## src/rtl/bubble_write_capture_pkg.sv

```systemverilog
// Shared bubble-memory parameters: position/page geometry, capture timing
// defaults and the capture FSM state encoding.
// No ports (package).
package bubble_write_capture_pkg;

  // Position converter / page geometry
  localparam int BUBBLE_POSITION_W = 12;
  localparam int BUBBLE_PAGE_BITS  = 1024;
  localparam int BUBBLE_PAGE_BYTES = BUBBLE_PAGE_BITS / 8;

  // Capture timing defaults
  localparam int BUBBLE_PREAMBLE_LENGTH = 100;
  localparam int BUBBLE_PAGE_DIBITS     = BUBBLE_PAGE_BITS / 2;
  localparam int BUBBLE_BUF_ADDR_W      = 9;

  typedef enum logic [1:0] {
    CAP_IDLE     = 2'd0,
    CAP_PREAMBLE = 2'd1,
    CAP_CAPTURE  = 2'd2,
    CAP_DONE     = 2'd3
  } capture_state_e;

  // Host lines are active low (0 = bubble); the buffer stores 1 = bubble.
  function automatic logic [1:0] dibit_from_lines(input logic odd_n, input logic even_n);
    return {~odd_n, ~even_n};
  endfunction

endpackage

```

## src/rtl/bubble_write_capture_if.sv

```systemverilog
// Host-side and flash-writer-side signals of the bubble write capture block.
//   master: host / flash writer (drives window, strobe, data, ack, read address)
//   slave : capture block (drives capture_active, page_ready, page_number,
//           buffer_read_data, overrun)
interface bubble_write_capture_if;
  import bubble_write_capture_pkg::*;

  logic                         bubble_interface_enable;
  logic                         write_gate;
  logic                         coil_run;
  logic                         data_in_strobe;
  logic                         bubble_in_odd;
  logic                         bubble_in_even;
  logic [BUBBLE_POSITION_W-1:0] bubble_page_input;
  logic                         capture_active;
  logic                         page_ready;
  logic [BUBBLE_POSITION_W-1:0] page_number;
  logic                         page_ack;
  logic [BUBBLE_BUF_ADDR_W-1:0] buffer_read_address;
  logic [1:0]                   buffer_read_data;
  logic                         overrun;

  modport master (
    output bubble_interface_enable, write_gate, coil_run, data_in_strobe,
           bubble_in_odd, bubble_in_even, bubble_page_input, page_ack,
           buffer_read_address,
    input  capture_active, page_ready, page_number, buffer_read_data, overrun
  );

  modport slave (
    input  bubble_interface_enable, write_gate, coil_run, data_in_strobe,
           bubble_in_odd, bubble_in_even, bubble_page_input, page_ack,
           buffer_read_address,
    output capture_active, page_ready, page_number, buffer_read_data, overrun
  );

endinterface

```

## src/rtl/bubble_capture_buffer.sv

```systemverilog
// Page buffer: DEPTH x 2-bit RAM, one write port and one registered read
// port (1-cycle latency, read-first on address collision).
// Ports:
//   clk            clock
//   reset          sync active-high; clears the read register only
//   write_enable   write strobe
//   write_address  write address
//   write_data     dibit {odd, even}, 1 = bubble
//   read_address   read address
//   read_data      registered read data
module bubble_capture_buffer #(
  parameter int DEPTH  = 512,
  parameter int ADDR_W = 9
) (
  input  logic              clk,
  input  logic              reset,
  input  logic              write_enable,
  input  logic [ADDR_W-1:0] write_address,
  input  logic [1:0]        write_data,
  input  logic [ADDR_W-1:0] read_address,
  output logic [1:0]        read_data
);

  logic [1:0] mem [DEPTH];

  always_ff @(posedge clk) begin
    if (write_enable) mem[write_address] <= write_data;
  end

  always_ff @(posedge clk) begin
    if (reset) read_data <= '0;
    else       read_data <= mem[read_address];
  end

endmodule

```

## src/rtl/bubble_write_capture.sv

```systemverilog
// Captures one page of host write data into a local buffer for the flash
// writer. After the write window opens, PREAMBLE_LENGTH strobes are skipped,
// then PAGE_DIBITS dibits are stored; the page is then held until page_ack.
// Ports:
//   master_clock  sole clock, rising edge
//   reset         synchronous, active high
//   bus           bubble_write_capture_if.slave (host + flash writer side)
//
// state    | meaning
// ---------+---------------------------------------------------------
// IDLE     | waiting for a write window to open
// PREAMBLE | window open, counting (and discarding) preamble strobes
// CAPTURE  | storing one dibit per strobe into the buffer
// DONE     | page complete, held for the flash writer until page_ack
module bubble_write_capture
  import bubble_write_capture_pkg::*;
#(
  parameter int PREAMBLE_LENGTH = BUBBLE_PREAMBLE_LENGTH,
  parameter int PAGE_DIBITS     = BUBBLE_PAGE_DIBITS
) (
  input logic                   master_clock,
  input logic                   reset,
  bubble_write_capture_if.slave bus
);

  // One counter serves both phases, so it must hold the larger of the two.
  localparam int CNT_W = BUBBLE_BUF_ADDR_W + 1;
  localparam logic [CNT_W-1:0] PRE_LAST  = CNT_W'(PREAMBLE_LENGTH - 1);
  localparam logic [CNT_W-1:0] PAGE_LAST = CNT_W'(PAGE_DIBITS - 1);

  capture_state_e               state_q, state_d;
  logic [CNT_W-1:0]             cnt_q, cnt_d;
  logic                         strobe_q;
  logic                         window_q;
  logic                         page_ready_q;
  logic                         overrun_q;
  logic [BUBBLE_POSITION_W-1:0] page_number_q;

  logic       window;
  logic       window_start;
  logic       sample_event;
  logic       latch_page;
  logic       buf_we;
  logic       overrun_set;
  logic [1:0] wr_dibit;

  assign window       = bus.write_gate & bus.coil_run & ~bus.bubble_interface_enable;
  assign window_start = window & ~window_q;
  assign sample_event = bus.data_in_strobe & ~strobe_q;
  assign wr_dibit     = dibit_from_lines(bus.bubble_in_odd, bus.bubble_in_even);

  always_ff @(posedge master_clock) begin
    if (reset) state_q <= CAP_IDLE;
    else       state_q <= state_d;
  end

  // Losing the window takes priority over a coincident strobe, so a sample
  // landing on an abort cycle is never written.
  always_comb begin
    state_d     = state_q;
    cnt_d       = cnt_q;
    latch_page  = 1'b0;
    buf_we      = 1'b0;
    overrun_set = 1'b0;
    case (state_q)
      CAP_IDLE: begin
        if (window_start) begin
          // page_ready lags DONE by a cycle, so a page may still be
          // pending for one cycle after the ack.
          if (page_ready_q) begin
            overrun_set = 1'b1;
          end else begin
            state_d    = CAP_PREAMBLE;
            cnt_d      = '0;
            latch_page = 1'b1;
          end
        end
      end
      CAP_PREAMBLE: begin
        if (!window) begin
          state_d = CAP_IDLE;
        end else if (sample_event) begin
          if (cnt_q == PRE_LAST) begin
            state_d = CAP_CAPTURE;
            cnt_d   = '0;
          end else begin
            cnt_d = cnt_q + CNT_W'(1);
          end
        end
      end
      CAP_CAPTURE: begin
        if (!window) begin
          state_d = CAP_IDLE;
        end else if (sample_event) begin
          buf_we = 1'b1;
          if (cnt_q == PAGE_LAST) state_d = CAP_DONE;
          else                    cnt_d   = cnt_q + CNT_W'(1);
        end
      end
      CAP_DONE: begin
        if (window_start) overrun_set = 1'b1;
        if (bus.page_ack) state_d = CAP_IDLE;
      end
      default: state_d = CAP_IDLE;
    endcase
  end

  always_ff @(posedge master_clock) begin
    if (reset) begin
      cnt_q         <= '0;
      strobe_q      <= 1'b0;
      window_q      <= 1'b0;
      page_ready_q  <= 1'b0;
      overrun_q     <= 1'b0;
      page_number_q <= '0;
    end else begin
      cnt_q        <= cnt_d;
      strobe_q     <= bus.data_in_strobe;
      window_q     <= window;
      page_ready_q <= (state_q == CAP_DONE);
      if (overrun_set) overrun_q <= 1'b1;
      if (latch_page)  page_number_q <= bus.bubble_page_input;
    end
  end

  assign bus.capture_active = (state_q == CAP_PREAMBLE) || (state_q == CAP_CAPTURE);
  assign bus.page_ready     = page_ready_q;
  assign bus.page_number    = page_number_q;
  assign bus.overrun        = overrun_q;

  bubble_capture_buffer #(
    .DEPTH  (PAGE_DIBITS),
    .ADDR_W (BUBBLE_BUF_ADDR_W)
  ) u_buffer (
    .clk           (master_clock),
    .reset         (reset),
    .write_enable  (buf_we & ~reset),
    .write_address (cnt_q[BUBBLE_BUF_ADDR_W-1:0]),
    .write_data    (wr_dibit),
    .read_address  (bus.buffer_read_address),
    .read_data     (bus.buffer_read_data)
  );

endmodule

```

## src/flat_wrapper.sv

```systemverilog
// flat-port wrapper written by rule: the top's interface ports become plain ports
module bubble_write_capture_flat import bubble_write_capture_pkg::*;
#(
  parameter int PREAMBLE_LENGTH = BUBBLE_PREAMBLE_LENGTH,
  parameter int PAGE_DIBITS     = BUBBLE_PAGE_DIBITS
)
  (master_clock, reset, bus_bubble_interface_enable, bus_write_gate, bus_coil_run, bus_data_in_strobe, bus_bubble_in_odd, bus_bubble_in_even, bus_bubble_page_input, bus_page_ack, bus_buffer_read_address, bus_capture_active, bus_page_ready, bus_page_number, bus_buffer_read_data, bus_overrun);
  bubble_write_capture_if bus_i ();
  input logic master_clock;
  input logic reset;
  input wire logic [$bits(bus_i.bubble_interface_enable)-1:0] bus_bubble_interface_enable;
  input wire logic [$bits(bus_i.write_gate)-1:0] bus_write_gate;
  input wire logic [$bits(bus_i.coil_run)-1:0] bus_coil_run;
  input wire logic [$bits(bus_i.data_in_strobe)-1:0] bus_data_in_strobe;
  input wire logic [$bits(bus_i.bubble_in_odd)-1:0] bus_bubble_in_odd;
  input wire logic [$bits(bus_i.bubble_in_even)-1:0] bus_bubble_in_even;
  input wire logic [$bits(bus_i.bubble_page_input)-1:0] bus_bubble_page_input;
  input wire logic [$bits(bus_i.page_ack)-1:0] bus_page_ack;
  input wire logic [$bits(bus_i.buffer_read_address)-1:0] bus_buffer_read_address;
  output wire logic [$bits(bus_i.capture_active)-1:0] bus_capture_active;
  output wire logic [$bits(bus_i.page_ready)-1:0] bus_page_ready;
  output wire logic [$bits(bus_i.page_number)-1:0] bus_page_number;
  output wire logic [$bits(bus_i.buffer_read_data)-1:0] bus_buffer_read_data;
  output wire logic [$bits(bus_i.overrun)-1:0] bus_overrun;
  assign bus_i.bubble_interface_enable = bus_bubble_interface_enable;
  assign bus_i.write_gate = bus_write_gate;
  assign bus_i.coil_run = bus_coil_run;
  assign bus_i.data_in_strobe = bus_data_in_strobe;
  assign bus_i.bubble_in_odd = bus_bubble_in_odd;
  assign bus_i.bubble_in_even = bus_bubble_in_even;
  assign bus_i.bubble_page_input = bus_bubble_page_input;
  assign bus_i.page_ack = bus_page_ack;
  assign bus_i.buffer_read_address = bus_buffer_read_address;
  assign bus_capture_active = bus_i.capture_active;
  assign bus_page_ready = bus_i.page_ready;
  assign bus_page_number = bus_i.page_number;
  assign bus_buffer_read_data = bus_i.buffer_read_data;
  assign bus_overrun = bus_i.overrun;
  bubble_write_capture #(.PREAMBLE_LENGTH(PREAMBLE_LENGTH), .PAGE_DIBITS(PAGE_DIBITS)) u_core (.master_clock(master_clock), .reset(reset), .bus(bus_i));
endmodule
```

## config.mk

```make
export PLATFORM = sky130hd
export DESIGN_NAME = bubble_write_capture_flat
export DESIGN_NICKNAME = d
export VERILOG_FILES = /design/src/rtl/bubble_write_capture_pkg.sv /design/src/rtl/bubble_write_capture_if.sv /design/src/rtl/bubble_capture_buffer.sv /design/src/rtl/bubble_write_capture.sv /design/src/flat_wrapper.sv
export SDC_FILE = /design/constraint.sdc
export NUM_CORES = 1
export LEC_CHECK = 0
export BUFFER_PORTS_ARGS = -buffer_cell sky130_fd_sc_hd__clkbuf_2
export CORE_MARGIN = 5
export CORE_UTILIZATION = 63
export CTS_CLUSTER_DIAMETER = 80
export DETAILED_ROUTE_END_ITERATION = 8
export PLACE_DENSITY = 0.79
export SLEW_MARGIN = 20
export SYNTH_ARGS = -nofsm -noshare
export SYNTH_HDL_FRONTEND = slang
export SYNTH_SLANG_ARGS = --single-unit
```

## constraint.sdc

```tcl
create_clock -name master_clock -period 10 [get_ports master_clock]
set_clock_uncertainty 0.1 [all_clocks]
set_input_delay 1 -clock master_clock [delete_from_list [all_inputs] [get_ports master_clock]]
set_output_delay 1 -clock master_clock [all_outputs]
set_load 0.1 [all_outputs]
```

==> Word-level counts from Yosys, hierarchy flattened <==
Memories as Yosys holds them, arrays and structs flattened. A register that Yosys moved wholly into a read port is not among the register bits.
Cells that the tools add are included.
{ "op_classes": {"addsub": 1, "eq_ne": 17, "muxes": 31, "n_bitwise": 11, "reduce_logical": 5} }
{ "ops": {"columns": ["op", "n"], "rows": [
  ["$mux W10", 8],
  ["$pmux W10 S3", 1],
  ["$mux W2", 9],
  ["$ne A3 B3 Y1 const B", 4],
  ["$mux W1", 11],
  ["$add A10 B1 Y10 const B", 1],
  ["$eq A10 B7 Y1 const B", 1],
  ["$eq A10 B9 Y1 const B", 1],
  ["$ne A2 B1 Y1 const B", 5],
  ["$pmux W2 S4", 1],
  ["$reduce_and A8 Y1", 1],
  ["$reduce_and A7 Y1", 1],
  ["$ne A2 B2 Y1 const B", 3],
  ["$not A1 Y1", 6],
  ["$and A1 B1 Y1", 5],
  ["$eq A2 B2 Y1 const B", 2],
  ["$reduce_bool A3 Y1", 1],
  ["$eq A2 B1 Y1 const B", 1],
  ["$logic_not A2 Y1", 1],
  ["$pmux W1 S2", 1],
  ["$logic_or A1 B1 Y1", 1]
]} }
{ "totals": {"ff_bits": 28, "ramBits": 1024, "inputBits": 30, "out_inout_bits": 17, "wordCells": 73, "memories": 1} }
{ "memory_table": {"columns": ["name", "words", "width", "read_ports", "rd_ports_with_merged_regs", "wr", "line_no", "text"], "rows": [
  ["u_core.u_buffer.mem", 512, 2, 1, 1, 1, "bubble_capture_buffer.sv:24", "logic [1:0] mem [DEPTH];"]
]} }

==> Depth between registers and ports, before layout <==
{ "depth": {"ltp_word": 8, "mapped_depth": 14, "mapped_depth_nobuf": 9} }

==> Cells and area by module <==
A second synthesis with hierarchy kept.
{ "unflattened": {"hier_cells": 2614, "hier_area_um2": 43573.0} }
{ "by_module_without_submodules": {"columns": ["mod", "n_inst", "cells_per_inst", "area_per_inst_um2", "seq_area_each_um2"], "rows": [
  ["bubble_capture_buffer", 1, 2455, 42109.1, 30789.5],
  ["bubble_write_capture", 1, 159, 1463.9, 560.5]
]} }

==> Least setup slack after synthesis <==
Ideal clock, no wire load.
{ "synth_timing": {"kind": "input to register", "start": "input port bus_bubble_in_even", "end": "memory u_core.u_buffer.mem[0][0], data pin", "setup_time_ns": 1.340, "arrival_time_ns": 6.467, "required_ns": 8.560, "path_slack_ns": 2.094, "stages": 1, "path_buffers": 0, "cell_sequence": "inv_1"} }
{ "synth_via": {"elab_chain_len": 1} }
{ "synth_lines": {"columns": ["item", "line_no", "text"], "rows": [
  ["start: declaration", "flat_wrapper.sv:16", "input wire logic [$bits(bus_i.bubble_in_even)-1:0] bus_bubble_in_even;"],
  ["$not A1 Y1", "bubble_write_capture_pkg.sv:25", "return {~odd_n, ~even_n};"],
  ["end: declaration", "bubble_capture_buffer.sv:24", null]
]} }
Every way passes these cells.

==> metrics.txt <==
fillcell total=4089; CORE AREA=0.0683 mm^2; vias in the first global route=between 20k and 30k; multiplexer share of the synthesized area=approximately 14%; global-route wire length before repair=156000 um; routed len/inst=roughly 30 um; Final period util=48.4%; clock buffer depth=3; Fmax=between 200 and 250 MHz; final setup fails=0; Cell Area, Synth=~0.043 mm^2; RSZ-0062 raised after global routing=false; largest net degree at the start of global routing=between 200 and 300; clock slew seen by the registers of the worst setup and hold paths=60 ps; commonest non-fill, non-tap cells in the layout=edfxtp_1 (1024), nor2_1 (562), mux4_2 (210), clkbuf_16 (105), mux2i_1 (103); CTS resizes=0; CP Capture Type=register; Required @ worst endpoint=10440 ps; MaxCap Viol Count=0; CP Launch Type=primary input; commonest non-fill, non-tap cell in the layout=edfxtp_1; Post-Syn Nets=2576; GRT Util Overall=28.1%; PwrDens=194 mW/mm^2; sequential-to-total area share from yosys stat=72.6%; Synth Register Bits=1054; DR vias/cell=6.93; Finished Core Util=69.2%; H-Tree Level Count=3; xor and xnor fraction of the mapped netlist area=less than 1%; DRT antenna net count=0; clock latency on the worst-skew pair=between 600 and 700 ps; dpl hpwl=roughly 56000 um; area of the die=0.0739 mm^2; Ports=47; Most used DFF post-synth=edfxtp_1; share of layout cells above drive strength 1=17.9%; Synth Area in Compound Gates=3.34%; simple-gate area share of the yosys netlist=around 6.7%; input/output buffers=46; Hold Path Cell Cnt=2; EDFF count, synth=1024; maximum vdd drop=0.000147 V; Initial Utilization=63.2%; R2R cell count=8; Slew Limit Fails=0; row count=between 90 and 100; Layout area overhead=9.56%; Root Driver=clkbuf_16; arrival time at the worst endpoint=5280 ps; TritonCTS clock tree=yes; RePlAce Congestion=0.838; Power Total=9.16 mW; Post-CTS Setup Inserts=0; Detailed Routing Iterations Pass 1=8; status=finished clean; die width=272 um; Die Height=272 um; cell count after synthesis=2536; Detailed Route WL=104000 um; Avg Cell Area, Syn=17.0 um^2; Pleak=approximately 15 nW; antenna violations before repair=1; Synth async-reset ratio=0%; WHS=374 ps; fin nets=roughly 2.6k; r2r setup slk=6340 ps; via count=24.3k; Hold Fails Final Rpt=0; Hold Buf Count CTS=0; largest family of logic cells by synthesized area=multiplexers; Num Clock Sinks=~1.1k; synthesized-area fraction occupied by adder cells=0.290%; min Tclk post-route=4840 ps; worst slew pin tran=1120 ps; DRT iter0 DRCs=around 3.6k; Distinct cells, synth=57; drt drc=0; sum of negative setup slack=0 ps; grt total ovfl=0; Post-Place Cell Area=0.0440 mm^2; Hold Path Class=register to register; largest fanout on the critical path=66; Ys Warns=0; TritonCTS buffer count=102; Rel. slew slack=between 20% and 30%; Final Cell Area=0.0473 mm^2; Setup CP Type=primary input to register
## cell usage after synthesis (6+ instances only)
cell type	number	area [um^2]
buf_1	8	30.0
nand2_1	69	259
nor4_1	12	75.1
nand3_1	10	50.1
ha_1	10	125
dfxtp_1	30	601
mux4_1	16	420
mux2i_1	103	1030
nor3_1	27	135
inv_1	16	60.1
buf_6	17	191
o22ai_1	18	113
buf_4	12	90.1
mux4_2	210	4730
edfxtp_1	1024	30700
buf_2	19	95.1
xnor2_1	8	70.1
a22oi_1	51	383
nor2_1	563	2110
buf_8	7	105
clkbuf_1	119	447
a21oi_1	49	245
nor2b_1	6	37.5
o221ai_1	38	333
o21ai_0	21	105
## logic make-up after synthesis
logic type | Yosys count
AND/OR/NAND/NOR | 720
XOR/XNOR | 8
adder cells (fa/ha/maj) | 10
buffers and inverters | 204
multiplexers | 330
flip-flops | 1054
AO/OA/AOI/OAI | 210
## registers in the layout, indices dropped and copies added, names as in the netlist
| signal | flops |
|---|---|
| u_core.bus.overrun | 1 |
| u_core.bus.page_number | 12 |
| u_core.bus.page_ready | 1 |
| u_core.cnt_q | 10 |
| u_core.state_q | 2 |
| u_core.strobe_q | 1 |
| u_core.u_buffer.mem | 1024 |
| u_core.u_buffer.read_data | 2 |
| u_core.window_q | 1 |
## stage by stage
stage          std cells  setup WS (ps)
2_1_floorplan       2536           2090
3_3_place_gp        3318           4550
3_5_place_dp        3318           4430
4_1_cts             3506           5110
5_1_grt             3507           4830
6_report            3508           5160
## critical path, stage by stage
cell and delay (ps):
buf_8 540, buf_4 780, buf_4 790, mux4_1 640, mux4_2 470, or3_1 320
a21oi_1 150, a2111oi_0 100, a221o_1 370
## layer usage
| metal | track usage (%) | share of wire (%) | up-vias |
|---|---|---|---|
| li1 | - | - | 9919 |
| met1 | 38.5 | 36 | 12381 |
| met2 | 45.3 | 49 | 1704 |
| met3 | 6.29 | 12 | 299 |
| met4 | 10.7 | 3.9 | 0 |
| met5 | 0 | 0 | - |
## power breakdown
part           internal [mW]  switching, mW
Clock                   2.23           1.61
Sequential              4.85        0.00405
Combinational          0.149          0.326
## path summary, 6_finish.rpt
check / endpoint / start
worst min register to register: u_core.bus.overrun / u_core.bus.overrun
worst max register to register: u_core.cnt_q[4] / u_core.cnt_q[1]
worst min-delay path: u_core.bus.overrun / u_core.bus.overrun
worst max-delay path: u_core.u_buffer.read_data[1] / bus_buffer_read_address[0]
## final cells by class
cell class              count  area (um^2)  area share (%)
well taps                 882         1100            2.33
multi-input cells        1278        10800            22.9
flip-flops and latches   1054        31400            66.3
diodes                      1         2.50         0.00529
repair buffers             87          623            1.32
clock buffers             126         2710            5.72
inverters                  18         87.6           0.185
clock inverters            62          618            1.31
Note: power is estimated with default switching activity, not from simulation.
